### config.mk
export PLATFORM = sky130hd
export DESIGN_NAME = ahb_bram_bridge_flat
export DESIGN_NICKNAME = d
export VERILOG_FILES = /design/src/rtl/ahb_bram_bridge_if.sv /design/src/rtl/ahb_bram_bridge.sv /design/src/flat_wrapper.sv
export SDC_FILE = /design/constraint.sdc
export NUM_CORES = 1
export LEC_CHECK = 0
export ABC_AREA = 1
export BUFFER_PORTS_ARGS = -buffer_cell sky130_fd_sc_hd__buf_2
export CORE_MARGIN = 10
export CORE_UTILIZATION = 35
export DETAILED_ROUTE_END_ITERATION = 6
export PLACE_DENSITY = 0.86
export SETUP_SLACK_MARGIN = 0.2
export SLEW_MARGIN = 20
export SYNTH_ARGS = -nofsm -noshare
export SYNTH_HDL_FRONTEND = slang
export SYNTH_SLANG_ARGS = --single-unit
### constraint.sdc
create_clock -name HCLK -period 1.6 [get_ports HCLK]
set_input_delay 0.08 -clock HCLK [delete_from_list [all_inputs] [get_ports HCLK]]
set_output_delay 0.08 -clock HCLK [all_outputs]
set_load 0.05 [all_outputs]
### src/rtl/ahb_bram_bridge_if.sv
// AHB-Lite slave bus plus block-RAM port bundle for ahb_bram_bridge.
// slave: bridge view; master: bus master and RAM side together.
interface ahb_bram_bridge_if #(
  parameter int ADDR_WIDTH = 14
);
  logic                  HSEL;
  logic [31:0]           HADDR;
  logic [1:0]            HTRANS;
  logic                  HWRITE;
  logic [2:0]            HSIZE;
  logic                  HREADY;
  logic [31:0]           HWDATA;
  logic                  HREADYOUT;
  logic                  HRESP;
  logic [31:0]           HRDATA;
  logic [ADDR_WIDTH-1:0] BRAM_ADDR;
  logic [31:0]           BRAM_WDATA;
  logic [3:0]            BRAM_WE;
  logic [31:0]           BRAM_RDATA;

  modport slave (
    input  HSEL, HADDR, HTRANS, HWRITE, HSIZE, HREADY, HWDATA, BRAM_RDATA,
    output HREADYOUT, HRESP, HRDATA, BRAM_ADDR, BRAM_WDATA, BRAM_WE
  );

  modport master (
    output HSEL, HADDR, HTRANS, HWRITE, HSIZE, HREADY, HWDATA, BRAM_RDATA,
    input  HREADYOUT, HRESP, HRDATA, BRAM_ADDR, BRAM_WDATA, BRAM_WE
  );
endinterface

### src/rtl/ahb_bram_bridge.sv
// AHB-Lite slave driving a single-port block RAM with 1-cycle registered read.
// Zero-wait reads/writes; one wait for read-after-write; two-cycle ERROR.
module ahb_bram_bridge #(
  parameter int ADDR_WIDTH = 14
) (
  input logic             HCLK,
  input logic             HRESET,
  ahb_bram_bridge_if.slave bus
);

  typedef enum logic [2:0] {IDLE, WDATA, RDATA, RSTALL, ERR1, ERR2} state_t;

  state_t                state, state_nx;
  logic [ADDR_WIDTH-1:0] addr_q, haddr_word;
  logic [3:0]            mask_q, mask_d;
  logic                  write_q, legal_q;
  logic                  legal_d, open_phase, accept;

  always_comb haddr_word = bus.HADDR[ADDR_WIDTH+1:2];

  always_comb begin
    legal_d = 1'b0;
    mask_d  = '0;
    case (bus.HSIZE)
      3'd0: begin
        legal_d = 1'b1;
        mask_d  = 4'b0001 << bus.HADDR[1:0];
      end
      3'd1: begin
        legal_d = ~bus.HADDR[0];
        mask_d  = 4'b0011 << {bus.HADDR[1], 1'b0};
      end
      3'd2: begin
        legal_d = (bus.HADDR[1:0] == 2'b00);
        mask_d  = '1;
      end
      default: ;
    endcase
  end

  // A new address phase can only land in a cycle where we drive HREADYOUT=1.
  always_comb begin
    open_phase = (state == IDLE) || (state == WDATA) ||
                 (state == RDATA) || (state == ERR2);
    accept     = open_phase & bus.HSEL & bus.HREADY & bus.HTRANS[1];
  end

  always_ff @(posedge HCLK or posedge HRESET) begin
    if (HRESET) begin
      state   <= IDLE;
      addr_q  <= '0;
      mask_q  <= '0;
      write_q <= 1'b0;
      legal_q <= 1'b0;
    end else begin
      state <= state_nx;
      if (accept) begin
        addr_q  <= haddr_word;
        mask_q  <= mask_d;
        write_q <= bus.HWRITE;
        legal_q <= legal_d;
      end
    end
  end

  always_comb begin
    state_nx = IDLE;
    case (state)
      RSTALL: state_nx = RDATA;
      ERR1:   state_nx = ERR2;
      default: begin
        if (accept) begin
          if (!legal_d)           state_nx = ERR1;
          else if (bus.HWRITE)    state_nx = WDATA;
          else if (state == WDATA) state_nx = RSTALL;
          else                    state_nx = RDATA;
        end
      end
    endcase
  end

  // Reads are issued from HADDR in the address phase; RSTALL re-issues the
  // captured read address once the preceding write has committed.
  always_comb begin
    bus.HREADYOUT  = 1'b1;
    bus.HRESP      = 1'b0;
    bus.BRAM_ADDR  = haddr_word;
    bus.BRAM_WE    = '0;
    bus.BRAM_WDATA = bus.HWDATA;
    bus.HRDATA     = bus.BRAM_RDATA;
    case (state)
      WDATA: begin
        bus.BRAM_ADDR = addr_q;
        bus.BRAM_WE   = (write_q && legal_q) ? mask_q : '0;
      end
      RSTALL: begin
        bus.BRAM_ADDR = addr_q;
        bus.HREADYOUT = 1'b0;
      end
      ERR1: begin
        bus.HREADYOUT = 1'b0;
        bus.HRESP     = 1'b1;
      end
      ERR2: bus.HRESP = 1'b1;
      default: ;
    endcase
  end

endmodule

### src/flat_wrapper.sv
// flat-port wrapper written by rule: the top's interface ports become plain ports
module ahb_bram_bridge_flat 
#(
  parameter int ADDR_WIDTH = 14
)
  (HCLK, HRESET, bus_HSEL, bus_HADDR, bus_HTRANS, bus_HWRITE, bus_HSIZE, bus_HREADY, bus_HWDATA, bus_BRAM_RDATA, bus_HREADYOUT, bus_HRESP, bus_HRDATA, bus_BRAM_ADDR, bus_BRAM_WDATA, bus_BRAM_WE);
  ahb_bram_bridge_if #(.ADDR_WIDTH(ADDR_WIDTH)) bus_i ();
  input logic HCLK;
  input logic HRESET;
  input wire logic [$bits(bus_i.HSEL)-1:0] bus_HSEL;
  input wire logic [$bits(bus_i.HADDR)-1:0] bus_HADDR;
  input wire logic [$bits(bus_i.HTRANS)-1:0] bus_HTRANS;
  input wire logic [$bits(bus_i.HWRITE)-1:0] bus_HWRITE;
  input wire logic [$bits(bus_i.HSIZE)-1:0] bus_HSIZE;
  input wire logic [$bits(bus_i.HREADY)-1:0] bus_HREADY;
  input wire logic [$bits(bus_i.HWDATA)-1:0] bus_HWDATA;
  input wire logic [$bits(bus_i.BRAM_RDATA)-1:0] bus_BRAM_RDATA;
  output wire logic [$bits(bus_i.HREADYOUT)-1:0] bus_HREADYOUT;
  output wire logic [$bits(bus_i.HRESP)-1:0] bus_HRESP;
  output wire logic [$bits(bus_i.HRDATA)-1:0] bus_HRDATA;
  output wire logic [$bits(bus_i.BRAM_ADDR)-1:0] bus_BRAM_ADDR;
  output wire logic [$bits(bus_i.BRAM_WDATA)-1:0] bus_BRAM_WDATA;
  output wire logic [$bits(bus_i.BRAM_WE)-1:0] bus_BRAM_WE;
  assign bus_i.HSEL = bus_HSEL;
  assign bus_i.HADDR = bus_HADDR;
  assign bus_i.HTRANS = bus_HTRANS;
  assign bus_i.HWRITE = bus_HWRITE;
  assign bus_i.HSIZE = bus_HSIZE;
  assign bus_i.HREADY = bus_HREADY;
  assign bus_i.HWDATA = bus_HWDATA;
  assign bus_i.BRAM_RDATA = bus_BRAM_RDATA;
  assign bus_HREADYOUT = bus_i.HREADYOUT;
  assign bus_HRESP = bus_i.HRESP;
  assign bus_HRDATA = bus_i.HRDATA;
  assign bus_BRAM_ADDR = bus_i.BRAM_ADDR;
  assign bus_BRAM_WDATA = bus_i.BRAM_WDATA;
  assign bus_BRAM_WE = bus_i.BRAM_WE;
  ahb_bram_bridge #(.ADDR_WIDTH(ADDR_WIDTH)) u_core (.HCLK(HCLK), .HRESET(HRESET), .bus(bus_i));
endmodule
==> results of run 1 <==
cell families after synthesis:
family / count (synthesis) / share of synthesized area
AOI/OAI and AO/OA: 19 / 0.06443
buffers and inverters: 91 / 0.3459
DFF: 23 / 0.3221
and+or+nand+nor: 110 / 0.2675
layer usage:
metal	share of wire	routed length, um	track usage	up-vias
met5	0	0	0	-
met2	0.47	2011	0.1594	59
li1	-	-	-	680
met3	0.10	442	0.04856	24
met1	0.40	1687	0.1022	649
met4	0.022	92	0.03655	0
what timing repair did:
item	4_1_cts	5_1_grt
resized for setup	44	12
hold endpoints to repair	23	0
buffers inserted	3	5
endpoints found under the setup margin	18	36
hold buffers	1	0
gates cloned	3	1
pin swaps	3	2
flip-flops by register name, summed over array words and instances, names as in the netlist:
register,flops
u_core.addr_q,14
u_core.mask_q,4
u_core.legal_q,1
u_core.state,3
u_core.write_q,1
cell usage in the layout (no fill, tap or decap), drive strengths merged, types with 2 or more instances in the layout:
master	instances
o21ai	10
o21a	8
dfrtp	23
inv	19
clkbuf	3
nand2	78
nand3	19
nor2	11
clkinvlp	2
nor3b	4
buf	57
power groups by stage:
| stage | clock [mW] | combinational, mW | sequential (mW) |
|---|---|---|---|
| final | 0.359 | 2.11 | 0.888 |
| after CTS | 0.376 | 1.99 | 0.884 |
| after global placement | 0 | 1.57 | 0.881 |
| after floorplan | 0 | 1.72 | 0.870 |
| after global routing | 0.398 | 2.27 | 0.917 |
| after detailed placement | 0 | 1.60 | 0.892 |
cell type report:
class                           instances  area (um2)
Clock buffer                            3       41.29
Clock inverter                          1       5.005
Fill cell                             490        2893
Inverter                               20       78.83
Multi-Input combinational cell        132       680.7
Sequential cell                        23       575.6
Tap cell                               67       83.83
Timing Repair Buffer                   58       483.0
Timing Repair inverter                  1       7.507
stage by stage:
stage / std cells / setup WS, ns / instance area (um2) / setup TNS, ns / total power [mW]
floorplan: 243 / 0.04165 / 1807 / 0 / 2.587
global route: 305 / -0.08243 / 1956 / -0.4877 / 3.587
global placement: 288 / 0.2126 / 1605 / 0 / 2.450
CTS: 299 / 0.01499 / 1853 / 0 / 3.254
detailed placement: 288 / 0.1724 / 1605 / 0 / 2.497
finish: 305 / 0.002966 / 1956 / 0 / 3.354
final timing paths:
| check | from | end | slack (ns) | cells after the start |
|---|---|---|---|---|
| min in group asynchronous | HRESET | u_core.addr_q[4] | 0.39 | 4 |
| worst max-delay path | u_core.state[1] | bus_BRAM_ADDR[7] | 0.003 | 7 |
| max in group asynchronous | HRESET | u_core.state[1] | 0.98 | 4 |
| worst min-delay path | bus_HADDR[2] | u_core.addr_q[0] | 0.03 | 3 |
| worst max register to register | u_core.state[1] | u_core.addr_q[9] | 0.22 | 7 |
| worst min register to register | u_core.addr_q[0] | u_core.addr_q[0] | 0.48 | 2 |
worst reg2reg max path: cells and delay by family (launching register included):
family,cells,cell delay (ns)
buffers and inverters,3,0.38
DFF,1,0.42
AOI/OAI and AO/OA,1,0.08
and+or+nand+nor,3,0.40
==> impl_metrics.json, run 1 <==
{
  "max_stage_delay_ns": 0.42,
  "die_h_um": 91.45,
  "cts_tree": "built",
  "path_delay_family": "flip-flops",
  "avgSynthCellArea_um2": 7.353,
  "async_flop_share": 1.000,
  "min_path_type": "primary input to register",
  "arrival_ns": 1.52,
  "grt_use_total": 0.09612,
  "crit_path_top_delay_cell": "dfrtp_1",
  "finClkSkew_ns": 0.004379,
  "grt_max_degree": 24,
  "rsz0062_at_grt": "true",
  "wirelength_um": 4234,
  "intPower_mw": 1.737,
  "synth_cell_types": 17,
  "required_ns": 1.52,
  "final_nets": 345,
  "fin_crit_sh": 0.9981,
  "drc": 0,
  "postRouteAntennaNets": 0,
  "maxCapViolations": 0,
  "setup_viol": 0,
  "cp_max_fo": 6,
  "p_leak_nw": 1.065,
  "insertion_delay_ns": 0.26,
  "hold_viol": 0,
  "viasPerCell": 4.630,
  "synth-main-ff-cell": "dfrtp_1",
  "place_hpwl_um": 2931,
  "hold_ws_ns": 0.03396,
  "yosysMostFrequentCell": "nand2_1",
  "root_buffer": "clkbuf_8",
  "synth_area_um2": 1787,
  "core_area_um2": 4848,
  "start_util": 0.3685,
  "syn_nets": 349,
  "syn_inst": 243,
  "synthDominantCellAreaShare": 0.3221,
  "fin_util": 0.4034,
  "cpMostUsedCell": "buf_6",
  "end_kind": "output port",
  "worst-path-buf-inv": 2,
  "die_area_um2": 8363,
  "fin_crit_ns": 1.597,
  "cts_buffer_depth": 2,
  "io_buffers": 44,
  "slew_headroom": 0.7337,
  "die_w_um": 91.45,
  "criticalPathCategory": "register to output port",
  "power.net_switching_mw": 1.617,
  "synth_area_leaders": "dfrtp_1, buf_4, nand2_1",
  "h-tree-depth": 1,
  "combPwrFrac": 0.628,
  "detail_route.wl_per_cell_um": 13.88,
  "antenna_cells": 0,
  "clock-sinks": 23,
  "worstMarginPinSlew_ns": 0.3986,
  "p_sw_frac": 0.4821,
  "ys_seq_area_frac": 0.3221,
  "firstDrtPassIters": 4,
  "slew_viol_final": 0,
  "p_seq_frac": 0.265,
  "io_pins": 190,
  "layout-drive-gt1-share": 0.3319,
  "vias": 1412,
  "grt_pass1_vias": 1451,
  "critical_path.startpoint_type": "register",
  "synth_edf_count": 0,
  "synth_area_leader_cell": "dfrtp_1",
  "synth-seq-cells": 23,
  "grt_first_pass_wirelength_um": 6831,
  "antenna_found_initial": 0,
  "crit_path_cell_trace": "nor2_2, nand2_2, buf_6, nand2_4, nand2_1, o21a_1, buf_6",
  "globalplace.congestion": 0.7348,
  "status": "finished clean",
  "yosys_warnings": 0,
  "cts_made_buffers": 3,
  "p_clk_frac": 0.107,
  "power_density_nw_per_um2": 1715,
  "clk_pin_slew_ns": 0.08,
  "synth_common_cells": "nand2_1, buf_4, dfrtp_1",
  "rows": 25,
  "drt_iter0_markers": 54,
  "ir_worst_vdd_uv": 773.3,
  "fmax_ghz": 0.6262,
  "synthToLayoutAreaGrowth_pct": 9.454,
  "grt-ovfl-total": 0
}
No activity file was read; power rests on OpenSTA's default activity.
==> run 2, diff against run 1 <==
Settings changed: ABC_AREA 1 to not set, CORE_UTILIZATION 35 to 34.
==> impl_metrics.json, run 2 <==
{
  "postRouteAntennaNets": 0,
  "synth_area_leader_cell": "dfrtp_1",
  "slew_viol_final": 0,
  "synthToLayoutAreaGrowth_pct": 15.17,
  "p_leak_nw": 1.007,
  "cp_max_fo": 5,
  "async_flop_share": 1.000,
  "required_ns": 1.52,
  "drt-met1-wl_um": 1630,
  "yosysMostFrequentCell": "nand2_1",
  "synth_area_leaders": "dfrtp_1, buf_4, nand2_1",
  "fmax_ghz": 0.6365,
  "globalplace.congestion": 0.7378,
  "synth_edf_count": 0,
  "clock-sinks": 23,
  "status": "finished clean",
  "rsz0062_at_grt": "true",
  "p_clk_frac": 0.110,
  "worstMarginPinSlew_ns": 0.2916,
  "yosys_warnings": 0,
  "setup_tns_ns": 0,
  "criticalPathCategory": "register to output port",
  "drt_iter0_markers": 23,
  "end_kind": "output port",
  "power_density_nw_per_um2": 1672,
  "max_stage_delay_ns": 0.45,
  "hp-start": "bus_HADDR[4]",
  "wl_met2_um": 1878,
  "p_sw_frac": 0.4422,
  "regMostFlops": "u_core.addr_q",
  "dr.max_layer_used": "met4",
  "finClkSkew_ns": 0.007536,
  "slew_headroom": 0.8056,
  "crit_path_top_delay_cell": "dfrtp_2",
  "final_common_cell": "nand2_1",
  "dr_wl_met3_um": 360,
  "firstDrtPassIters": 4,
  "largest_reg_flops": 14,
  "grt_max_degree": 24,
  "fillCellCount": 482,
  "place_hpwl_um": 2842,
  "synth_common_cells": "nand2_1, buf_4, dfrtp_1",
  "root_buffer": "clkbuf_8",
  "grt_first_pass_wirelength_um": 6872,
  "hold_ws_ns": 0.01948,
  "insertion_delay_ns": 0.26,
  "critical_path.startpoint_type": "register",
  "die_h_um": 90.17,
  "die_area_um2": 8131,
  "syn_nets": 330,
  "syn_inst": 224,
  "drc": 0,
  "p_seq_frac": 0.286,
  "hold_viol": 0,
  "intPower_mw": 1.798,
  "fin_crit_ns": 1.571,
  "cts_tree": "built",
  "mostFrequentLayoutCells": "nand2_1, buf_2, dfrtp_1",
  "layout-drive-gt1-share": 0.4318,
  "io_buffers": 44,
  "io_pins": 190,
  "combPwrFrac": 0.604,
  "fin_crit_sh": 0.9819,
  "ir_worst_vdd_uv": 618.3,
  "h-tree-depth": 1,
  "avgSynthCellArea_um2": 7.474,
  "antenna_found_initial": 0,
  "cts_made_buffers": 3,
  "clk_pin_slew_ns": 0.08,
  "antenna_cells": 0,
  "synth_cell_types": 24,
  "cpMostUsedCell": "buf_6",
  "r2r_start": "u_core.state[0]",
  "start_util": 0.3521,
  "grt_pass1_vias": 1413,
  "die_w_um": 90.17,
  "crit_path_cell_trace": "nor2b_4, buf_4, buf_6, buf_6, nand2_2, nand2_1, buf_6",
  "synth_area_um2": 1674,
  "cts_buffer_depth": 2,
  "rows": 25,
  "maxCapViolations": 0,
  "wirelength_um": 4049,
  "final_nets": 327,
  "vias": 1321,
  "startpoint": "u_core.state[2]",
  "detail_route.wl_per_cell_um": 14.11,
  "synth-main-ff-cell": "dfrtp_1",
  "grt-ovfl-total": 0,
  "synthDominantCellAreaShare": 0.3438,
  "reg_top3": "u_core.addr_q: 14 flops, u_core.mask_q: 4 flops, u_core.state: 3 flops",
  "synth-seq-cells": 23,
  "arrival_ns": 1.49,
  "ys_seq_area_frac": 0.3438,
  "min_path_type": "primary input to register",
  "viasPerCell": 4.603,
  "power.net_switching_mw": 1.426,
  "grt_use_total": 0.09988,
  "core_area_um2": 4755,
  "setup_viol": 0
}
[run 2: cell types whose count changed after synthesis, moves of 4 or more]
cell / delta
buf_6: -4
inv_1: -13
nand2_1: +16
nand3_1: -19
nor2b_1: +4
nor3b_1: -4
o21a_1: -8
o21ai_0: -4
[run 2: cells by family (layout without fill, tap and decap cells)]
family                 after synthesis  after routing  synth area share
AOI/OAI and AO/OA                   17             17           0.06652
and+or+nand+nor                    106            106            0.2601
DFF                                 23             23            0.3438
buffers and inverters               77             73            0.3236
muxes                                1              1          0.005979
[run 2: layout make-up]
class | count | area (um2) | share of cell area
sequential | 23 | 578.1 | 0.2998
inverter | 6 | 22.52 | 0.01168
clock inverter | 1 | 5.005 | 0.002596
timing repair buffer | 63 | 566.8 | 0.2940
multi-input combinational | 124 | 630.6 | 0.3271
clock buffer | 3 | 41.29 | 0.02141
tap | 67 | 83.83 | 0.04348
[run 2: worst max-delay path: cells and delay by family (launching register included)]
kind / cells / cell delay, ns
buf+inv: 4 / 0.48
flops: 1 / 0.45
simple gates: 3 / 0.29
[run 2: per-stage QoR]
| stage | util | worst slack (ns) | total power, mW | cell area [um2] | instances |
|---|---|---|---|---|---|
| floorplan | - | 0.009878 | 2.324 | 1679 | 224 |
| global route | 0.4055 | -0.08271 | 3.468 | 1928 | 287 |
| CTS | 0.3816 | 0.05332 | 3.040 | 1814 | 284 |
| global placement | 0.3232 | 0.08231 | 2.231 | 1536 | 272 |
| finish | 0.4055 | 0.02890 | 3.223 | 1928 | 287 |
| detailed placement | 0.3232 | 0.03488 | 2.263 | 1536 | 272 |
[run 2: final timing paths]
path	endpoint	slack (ns)	cells past startpoint
max in group asynchronous	u_core.state[2]	0.95	4
worst max-delay path	bus_BRAM_ADDR[10]	0.03	7
worst min-delay path	u_core.addr_q[2]	0.02	3
min in group asynchronous	u_core.addr_q[2]	0.41	4
worst min register to register	u_core.addr_q[1]	0.48	2
worst max register to register	u_core.state[1]	0.13	5
[run 2: power by group through the flow]
stage / combinational [mW] / sequential, mW / clock, mW
floorplan: 1.44 / 0.888 / 0
global placement: 1.33 / 0.902 / 0
detailed placement: 1.35 / 0.912 / 0
CTS: 1.74 / 0.917 / 0.380
global route: 2.11 / 0.956 / 0.403
finish: 1.95 / 0.921 / 0.355
[run 2: timing repair]
| item | in CTS | in global routing |
|---|---|---|
| setup endpoints to repair | 42 | 43 |
| buffers inserted | 6 | 3 |
| pin swaps | 12 | 1 |
| hold buffers | 1 | 0 |
| resized for setup | 57 | 28 |
| hold endpoints to repair | 23 | 0 |
| gates cloned | 1 | 0 |
[run 2: per-layer routing]
metal | vias to the layer above | global-route usage
met5 | - | 0
met4 | 0 | 0.05570
met1 | 604 | 0.1052
li1 | 626 | -
met3 | 34 | 0.04406
met2 | 57 | 0.1634
==> run 3, diff against run 2 <==
Settings changed: MAX_ROUTING_LAYER set to met4.
==> impl_metrics.json, run 3 (synthesized netlist as in run 2, its figures left out) <==
{
  "die_h_um": 90.17,
  "grt_first_pass_wirelength_um": 6865,
  "rows": 25,
  "root_buffer": "clkbuf_8",
  "finClkSkew_ns": 0.007624,
  "maxCapViolations": 0,
  "p_leak_nw": 1.007,
  "placed_cell_area_um2": 1536,
  "reg_top3": "u_core.addr_q: 14 flops, u_core.mask_q: 4 flops, u_core.state: 3 flops",
  "fin_crit_sh": 0.9837,
  "firstDrtPassIters": 4,
  "io_pins": 190,
  "layout-drive-gt1-share": 0.4318,
  "die_area_um2": 8131,
  "min_path_type": "primary input to register",
  "cp_max_fo": 5,
  "arrival_ns": 1.49,
  "postRouteAntennaNets": 0,
  "regMostFlops": "u_core.addr_q",
  "die_w_um": 90.17,
  "drc": 0,
  "startpoint": "u_core.state[2]",
  "viasPerCell": 4.599,
  "cts_made_buffers": 3,
  "grt_max_degree": 24,
  "slew_viol_final": 0,
  "globalplace.congestion": 0.7469,
  "rsz0062_at_grt": "true",
  "antenna_found_initial": 0,
  "ff2ff_path_depth": 5,
  "criticalPathCategory": "register to output port",
  "required_ns": 1.52,
  "grt-ovfl-total": 0,
  "hold_viol": 0,
  "cts_buffer_depth": 2,
  "core_area_um2": 4755,
  "power_density_nw_per_um2": 1673,
  "crit_path_cell_trace": "nor2b_4, buf_4, buf_6, buf_6, nand2_2, nand2_1, buf_6",
  "final_cell_area_um2": 1928,
  "cts_tree": "built",
  "drt_iter0_markers": 21,
  "start_util": 0.3521,
  "wirelength_um": 4064,
  "r2r_slack_ns": 0.13,
  "slew_headroom": 0.8048,
  "largest_reg_flops": 14,
  "grt_pass1_vias": 1415,
  "h-tree-depth": 1,
  "mostFrequentLayoutCells": "nand2_1, buf_2, dfrtp_1",
  "clock-sinks": 23,
  "worst-path-buf-inv": 4,
  "r2r-end": "u_core.state[1]",
  "io_buffers": 44,
  "path_delay_family": "buffers and inverters",
  "vias": 1320,
  "setup_ws_ns": 0.02602,
  "r2r_start": "u_core.state[0]",
  "final_common_cell": "nand2_1",
  "antenna_cells": 0,
  "fmax_ghz": 0.6353,
  "critPathCapture": "bus_BRAM_ADDR[10]",
  "cpMostUsedCell": "buf_6",
  "setup_viol": 0,
  "fillCellCount": 482,
  "grt_use_total": 0.1026,
  "path_depth": 7,
  "max_stage_delay_ns": 0.45,
  "critical_path.startpoint_type": "register",
  "hold_ws_ns": 0.01958,
  "clk_pin_slew_ns": 0.08,
  "end_kind": "output port",
  "place_hpwl_um": 2842,
  "detail_route.wl_per_cell_um": 14.16,
  "worstMarginPinSlew_ns": 0.2928,
  "ir_worst_vdd_uv": 618.0,
  "final_nets": 327,
  "crit_path_top_delay_cell": "dfrtp_2",
  "insertion_delay_ns": 0.26,
  "status": "finished clean",
  "dp_slack_ns": 0.03488,
  "fin_crit_ns": 1.574,
  "synthToLayoutAreaGrowth_pct": 15.17
}
## run 3: per-stage QoR
stage	std cells	total power [mW]	util	setup TNS, ns
after floorplan	224	2.324	-	0
after global placement	272	2.231	0.3232	0
after detailed placement	272	2.263	0.3232	0
after CTS	284	3.040	0.3816	0
after global routing	287	3.468	0.4055	-0.5016
final	287	3.225	0.4055	0
## run 3: what timing repair did
| action | 4_1_cts | 5_1_grt |
|---|---|---|
| endpoints found under the hold margin | 23 | 0 |
| pin swaps | 12 | 1 |
| setup endpoints to repair | 42 | 43 |
| gates cloned | 1 | 0 |
| hold buffers | 1 | 0 |
| setup buffers | 6 | 3 |
| gates resized for setup | 57 | 28 |
## run 3: area by class of cell
cell class | count | area, um2 | share of cell area
clock inverter | 1 | 5.005 | 0.002596
clock buffer | 3 | 41.29 | 0.02141
sequential | 23 | 578.1 | 0.2998
multi-input combinational | 124 | 630.6 | 0.3271
timing repair buffer | 63 | 566.8 | 0.2940
inverter | 6 | 22.52 | 0.01168
tap | 67 | 83.83 | 0.04348
## run 3: tightest hold or removal path: stages
cell	delay (ns)
buf_2	0.08
nand2_1	0.04
nand2_1	0.05
## run 3: worst min-delay path by stage
stage | startpoint | end | slack, ns | cells after the start
2_1_floorplan | HRESET | u_core.addr_q[0] | 0.08 | 1
3_3_place_gp | HRESET | u_core.addr_q[7] | 0.14 | 3
3_5_place_dp | HRESET | u_core.addr_q[3] | 0.14 | 3
4_1_cts | bus_HADDR[4] | u_core.addr_q[2] | 0.01 | 3
5_1_grt | bus_HADDR[4] | u_core.addr_q[2] | 0.02 | 3
6_report | bus_HADDR[4] | u_core.addr_q[2] | 0.02 | 3
## run 3: power by group
group / internal (mW) / total (mW) / switching, mW
Clock: 0.173 / 0.355 / 0.181
Sequential: 0.795 / 0.922 / 0.127
Combinational: 0.830 / 1.95 / 1.12
Total: 1.80 / 3.23 / 1.43
## run 3: layer usage
metal,vias to the layer above,track usage,part of all wire
met5,-,-,0
met3,34,0.04239,0.088
met1,603,0.1062,0.40
met2,57,0.1634,0.46
met4,0,0.05570,0.044
li1,626,-,-
